`src/rtl/urv_trap_unit_pkg.sv`:
```
// CSR addresses, bit positions and cause codes shared by the uRV trap unit and its timer compare.
package urv_trap_unit_pkg;

  localparam logic [11:0] CSR_ID_MSTATUS   = 12'h300;
  localparam logic [11:0] CSR_ID_MIE       = 12'h304;
  localparam logic [11:0] CSR_ID_MEPC      = 12'h341;
  localparam logic [11:0] CSR_ID_MCAUSE    = 12'h342;
  localparam logic [11:0] CSR_ID_MIP       = 12'h344;
  localparam logic [11:0] CSR_ID_MTIMECMPL = 12'h7C0;
  localparam logic [11:0] CSR_ID_MTIMECMPH = 12'h7C1;

  localparam int MSTATUS_MIE  = 3;
  localparam int MSTATUS_MPIE = 7;
  // mip uses the same bit positions as mie
  localparam int MIE_MEIE     = 11;
  localparam int MIE_MTIE     = 7;

  localparam logic [3:0] CAUSE_IRQ_EXT   = 4'd11;
  localparam logic [3:0] CAUSE_IRQ_TIMER = 4'd7;

  function automatic logic [31:0] irq_cause(input logic [3:0] code);
    return {1'b1, 27'h0, code};
  endfunction

endpackage

```
`src/rtl/urv_timer_cmp.sv`:
```
// 40-bit mtimecmp register and comparator, built only with URV_TRAP_MTIMECMP_EN.
// MTIP is registered against the post-write compare value, so a new compare takes effect next cycle.
`ifdef URV_TRAP_MTIMECMP_EN
module urv_timer_cmp (
  input  logic        clk_i,
  input  logic        rst_i,
  input  logic [39:0] time_i,
  input  logic        wr_lo,
  input  logic        wr_hi,
  input  logic [31:0] wdata,
  output logic [39:0] mtimecmp,
  output logic        mtip
);

  logic [39:0] cmp_nxt;

  always_comb begin
    cmp_nxt = mtimecmp;
    if (wr_lo) cmp_nxt[31:0]  = wdata;
    if (wr_hi) cmp_nxt[39:32] = wdata[7:0];
  end

  always_ff @(posedge clk_i or negedge rst_i) begin
    if (!rst_i) begin
      mtimecmp <= '1;
      mtip     <= 1'b0;
    end else begin
      mtimecmp <= cmp_nxt;
      mtip     <= (time_i >= cmp_nxt);
    end
  end

endmodule
`endif

```
`src/rtl/urv_trap_unit.sv`:
```
// Machine-mode trap state (mstatus/mie/mip/mepc/mcause); optional mtimecmp via URV_TRAP_MTIMECMP_EN.
// Updates land one cycle after a valid execute slot; stall or kill freezes state and suppresses redirect.
module urv_trap_unit
  import urv_trap_unit_pkg::*;
#(
  parameter logic [31:0] TRAP_VECTOR = 32'h0000_0008
) (
  input  logic        clk_i,
  input  logic        rst_i,
  input  logic        x_stall_i,
  input  logic        x_kill_i,
  input  logic        d_is_csr_i,
  input  logic [11:0] d_csr_sel_i,
  input  logic [31:0] x_csr_write_value_i,
  input  logic        x_exception_i,
  input  logic [3:0]  x_exception_cause_i,
  input  logic [31:0] x_exception_pc_i,
  input  logic        x_take_irq_i,
  input  logic        x_is_mret_i,
  input  logic        irq_i,
  input  logic [39:0] csr_time_i,
  output logic        x_trap_o,
  output logic [31:0] x_trap_pc_o,
  output logic        x_irq_o,
  output logic [31:0] csr_mstatus_o,
  output logic [31:0] csr_mip_o,
  output logic [31:0] csr_mie_o,
  output logic [31:0] csr_mepc_o,
  output logic [31:0] csr_mcause_o,
  output logic [39:0] csr_mtimecmp_o
);

  logic        valid, exc, irq_entry, mret, trap_entry;
  logic        we_mstatus, we_mie, we_mepc, we_mcause;
  logic        st_mie, st_mpie, meie, mtie, meip, mtip;
  logic [31:0] mepc, mcause;

  assign valid      = !x_stall_i && !x_kill_i;
  assign exc        = valid && x_exception_i;
  // A pending interrupt that loses to an exception is simply retaken later
  assign irq_entry  = valid && x_take_irq_i && x_irq_o && !exc;
  assign mret       = valid && x_is_mret_i && !exc && !irq_entry;
  assign trap_entry = exc || irq_entry;

  assign we_mstatus = valid && d_is_csr_i && (d_csr_sel_i == CSR_ID_MSTATUS);
  assign we_mie     = valid && d_is_csr_i && (d_csr_sel_i == CSR_ID_MIE);
  assign we_mepc    = valid && d_is_csr_i && (d_csr_sel_i == CSR_ID_MEPC);
  assign we_mcause  = valid && d_is_csr_i && (d_csr_sel_i == CSR_ID_MCAUSE);

  always_ff @(posedge clk_i or negedge rst_i) begin
    if (!rst_i) begin
      st_mie      <= 1'b0;
      st_mpie     <= 1'b0;
      meie        <= 1'b0;
      meip        <= 1'b0;
      mepc        <= '0;
      mcause      <= '0;
      x_trap_o    <= 1'b0;
      x_trap_pc_o <= '0;
      x_irq_o     <= 1'b0;
    end else begin
      meip     <= irq_i;
      x_irq_o  <= st_mie && |(csr_mip_o & csr_mie_o);
      x_trap_o <= trap_entry || mret;
      if (trap_entry) begin
        st_mpie     <= st_mie;
        st_mie      <= 1'b0;
        mepc        <= {x_exception_pc_i[31:2], 2'b00};
        x_trap_pc_o <= TRAP_VECTOR;
        if (exc)
          mcause <= {28'h0, x_exception_cause_i};
        else if (meip && meie)
          mcause <= irq_cause(CAUSE_IRQ_EXT);
        else
          mcause <= irq_cause(CAUSE_IRQ_TIMER);
      end else if (mret) begin
        st_mie      <= st_mpie;
        st_mpie     <= 1'b1;
        x_trap_pc_o <= mepc;
      end else begin
        if (we_mstatus) begin
          st_mie  <= x_csr_write_value_i[MSTATUS_MIE];
          st_mpie <= x_csr_write_value_i[MSTATUS_MPIE];
        end
        if (we_mepc)   mepc   <= {x_csr_write_value_i[31:2], 2'b00};
        if (we_mcause) mcause <= x_csr_write_value_i;
      end
      // mie is not touched by trap sequencing, so its write always lands
      if (we_mie) meie <= x_csr_write_value_i[MIE_MEIE];
    end
  end

`ifdef URV_TRAP_MTIMECMP_EN
  always_ff @(posedge clk_i or negedge rst_i) begin
    if (!rst_i)      mtie <= 1'b0;
    else if (we_mie) mtie <= x_csr_write_value_i[MIE_MTIE];
  end

  urv_timer_cmp u_timer_cmp (
    .clk_i    (clk_i),
    .rst_i    (rst_i),
    .time_i   (csr_time_i),
    .wr_lo    (valid && d_is_csr_i && (d_csr_sel_i == CSR_ID_MTIMECMPL)),
    .wr_hi    (valid && d_is_csr_i && (d_csr_sel_i == CSR_ID_MTIMECMPH)),
    .wdata    (x_csr_write_value_i),
    .mtimecmp (csr_mtimecmp_o),
    .mtip     (mtip)
  );
`else
  logic unused_time;
  assign unused_time    = ^csr_time_i;
  assign mtie           = 1'b0;
  assign mtip           = 1'b0;
  assign csr_mtimecmp_o = '0;
`endif

  always_comb begin
    csr_mstatus_o               = '0;
    csr_mstatus_o[MSTATUS_MIE]  = st_mie;
    csr_mstatus_o[MSTATUS_MPIE] = st_mpie;
    csr_mie_o                   = '0;
    csr_mie_o[MIE_MEIE]         = meie;
    csr_mie_o[MIE_MTIE]         = mtie;
    csr_mip_o                   = '0;
    csr_mip_o[MIE_MEIE]         = meip;
    csr_mip_o[MIE_MTIE]         = mtip;
  end

  assign csr_mepc_o   = mepc;
  assign csr_mcause_o = mcause;

endmodule
```
`config.mk`:
```
export PLATFORM = sky130hd
export DESIGN_NAME = urv_trap_unit
export DESIGN_NICKNAME = d
export VERILOG_FILES = /design/src/rtl/urv_trap_unit_pkg.sv /design/src/rtl/urv_timer_cmp.sv /design/src/rtl/urv_trap_unit.sv
export SDC_FILE = /design/constraint.sdc
export NUM_CORES = 1
export LEC_CHECK = 0
export CAP_MARGIN = 20
export CORE_AREA = 2 2 140 142
export CTS_BUF_LIST = sky130_fd_sc_hd__clkbuf_8
export CTS_CLUSTER_SIZE = 14
export DETAILED_ROUTE_END_ITERATION = 7
export DIE_AREA = 0 0 142 144
export PLACE_DENSITY = 0.68
export SYNTH_ARGS = -nofsm -noshare
export SYNTH_HDL_FRONTEND = slang
export SYNTH_HIERARCHICAL = 1
export SYNTH_SLANG_ARGS = --single-unit
```
`constraint.sdc`:
```
create_clock -name clk_i -period 1.4 [get_ports clk_i]
set_clock_uncertainty 0.15 [all_clocks]
set_input_delay 0.35 -clock clk_i [delete_from_list [all_inputs] [get_ports clk_i]]
set_output_delay 0.35 -clock clk_i [all_outputs]
set_load 0.01 [all_outputs]
```
==> flow_metrics.py <==
metrics = {
    "status": {
        "run_status": "finished with violations",
        "violations": "negative setup slack",
    },
    "grt": {
        "grt_start_max_net_pins": 54,
        "grt_pass1_vias": 4329,
        "track_usage_pct": 16.8,
        "antenna_found_initial": 0,
        "grt-ovfl-total": 0,
        "grt_first_pass_wirelength_mm": 25.4,
    },
    "setup_path": {
        "r2r_end": "x_trap_pc_o[26]",
        "critPathCapture": "x_trap_pc_o[26]",
        "cp_data_arrival_time_ps": 1830,
        "path_class": "reg2reg",
        "rrSetupSlack_ps": -260,
        "r2r_cells": 6,
        "cp-end-kind": "flop",
        "required_ps": 1570,
        "reg2reg_from": "x_irq_o",
        "path_max_fanout": 9,
        "crit_path_start": "x_irq_o",
        "cp-start-kind": "flop",
    },
    "die": {
        "die_w_um": 142,
        "die-height_um": 144,
        "coreArea_um2": 19100,
        "rows": 51,
        "initial_core_util_pct": 27.0,
        "io_pins": 363,
        "dieArea_um2": 20400,
    },
    "logic_synthesis": {
        "synth_most_common_cell": "buf_4",
        "ys_seq_area_share_pct": 47.6,
        "ys_warn_count": 6,
        "async_reset_ff_share_pct": 100,
        "synth.distinct_cells": 34,
        "synth_top_cells_by_count": "buf_4, dfrtp_1, nand2_1",
        "yosys.area.top_type": "dfrtp_1",
        "avgSynthCellArea_um2": 9.94,
        "synth_edf_count": 0,
        "syn_area_um2": 5150,
        "ys_ff_latch": 98,
        "synthFlopType": "dfrtp_1",
        "netlist_instances": 518,
        "synth_area_leaders": "dfrtp_1, buf_4, nand2_1",
        "yosysTopAreaCellShare_pct": 47.6,
    },
    "sta": {
        "rsz0062_at_grt": "yes",
        "setup_tns_ps": -18450,
        "finalSetupViolations": 179,
        "fin_ws_ps": -257,
        "finalHoldViolCount": 0,
        "fmax_ghz": 0.604,
        "period_share_pct": 118,
        "finalMaxSlewViolations": 0,
        "period_minus_slack_ps": 1660,
    },
    "place": {
        "port_buffers": 184,
        "place_congestion": 0.813,
        "dpl_cell_area_um2": 7330,
        "dp_hpwl_mm": 12.2,
    },
    "clocking": {
        "cts_sinks": 98,
        "clock_path_buffers": 2,
        "htree_levels": 3,
        "clock_latency_ps": 380,
        "cts_tree": "built",
        "cts_buffers": 9,
        "path_clk_slew_ps": 100,
        "cts-root-buf": "clkbuf_8",
    },
    "route": {
        "routed_wl_mm": 18.7,
        "wl_per_cell_um": 17.2,
        "drt_iter0_markers": 164,
        "drtPass1Iterations": 4,
        "vias": 4643,
        "drc": 0,
        "antenna_left": 0,
        "vias_per_cell": 4.26,
    },
    "cells_and_area": {
        "area_growth_pct": 69.9,
        "final_layout_size_suffix_gt1_share_pct": 44.9,
        "regArea_um2": 2450,
        "multi_input_area_um2": 2480,
        "final_cell_area_um2": 8740,
        "antennaDiodeCount": 0,
        "fill_cells": 1798,
        "fin_nets": 978,
    },
    "job": {
        "cap_violations": 0,
    },
    "power_and_ir_drop": {
        "p_per_area_nw_per_um2": 822,
        "p_leak_nw": 4.69,
        "ir_drop_mv": 0.394,
    },
    "hold_path": {
        "holdPathStages": 1,
        "min_path_type": "in2reg",
    },
}
[flip-flops by register name (all words and copies together), names as in the netlist]
signal        cells
st_mpie           1
csr_mcause_o     32
x_trap_pc_o      30
meip              1
st_mie            1
meie              1
csr_mepc_o       30
x_trap_o          1
x_irq_o           1
[power breakdown]
part           switching, W  total, W  internal [W]
sequential         0.000170   0.00326       0.00309
combinational      0.000976   0.00218       0.00120
clock               0.00107   0.00175      0.000681
[layer usage]
layer	GRT usage, %	share of wire [%]
met1	20.0	40
met4	7.47	2.9
met3	3.48	6.4
met2	29.4	50
met5	0	0
[through the flow]
stage	worst slack (ps)	cells	hold slack, ps	utilization [%]	total power, W
global placement	-836	987	214	38.4	0.00524
floorplan	-142	653	-95.6	-	0.00421
detailed placement	-978	987	221	38.4	0.00526
global route	-294	1091	250	45.8	0.00755
CTS	-206	1062	235	43.1	0.00704
finish	-257	1091	257	45.8	0.00719
[cells by family after synthesis]
family                 after synthesis  synth area share (%)
muxes                               33                  6.49
other                                1                0.0729
and+or+nand+nor                    117                  10.4
AOI/OAI and AO/OA                  100                  12.3
buffers and inverters              169                  23.0
DFF                                 98                  47.6
[layout make-up]
cell class,instances,share of cell area (%)
timing repair buffer,352,38.1
multi-input combinational,386,28.4
sequential,98,28.0
tap,238,3.41
clock buffer,10,1.57
clock inverter,5,0.358
inverter,2,0.114
[repair_timing]
item                       in CTS  in global routing
resized for setup             626                 72
cloned                          7                  5
buffers inserted               52                 29
hold endpoints to repair       98                  0
hold buffers                    1                  0
pin swaps                      41                 45
setup endpoints to repair     194                193
[cell usage in the layout, fill, tap and decap left out, drive strengths merged, types with 4 or more instances in the layout]
master / netlist / routed
dfrtp: 98 / 98
nand3: 9 / 9
nand2: 89 / 89
a22o: 30 / 30
buf: 154 / 271
o21ai: 33 / 33
clkdlybuf4s50: 0 / 67
clkdlybuf4s15: 0 / 5
mux2i: 30 / 30
nand4: 4 / 4
a21oi: 28 / 28
clkinv: 0 / 4
conb: 1 / 136
clkbuf: 13 / 16
[worst min path at each step]
| stage | from | endpoint | slack [ps] |
|---|---|---|---|
| global placement | rst_i | x_trap_pc_o[29] | 210 |
| floorplan | rst_i | csr_mcause_o[0] | -100 |
| detailed placement | rst_i | x_trap_pc_o[29] | 220 |
| global route | irq_i | meip | 250 |
| finish | irq_i | meip | 260 |
| CTS | irq_i | meip | 240 |
[worst max-delay path, cell delays in order (launching register included)]
cell and delay, ps:
dfrtp_1 410, buf_6 130, a21o_4 220, o21ai_4 210, buf_4 170, clkbuf_16 160
a22o_1 140
Power figures use the tool's default switching activity.
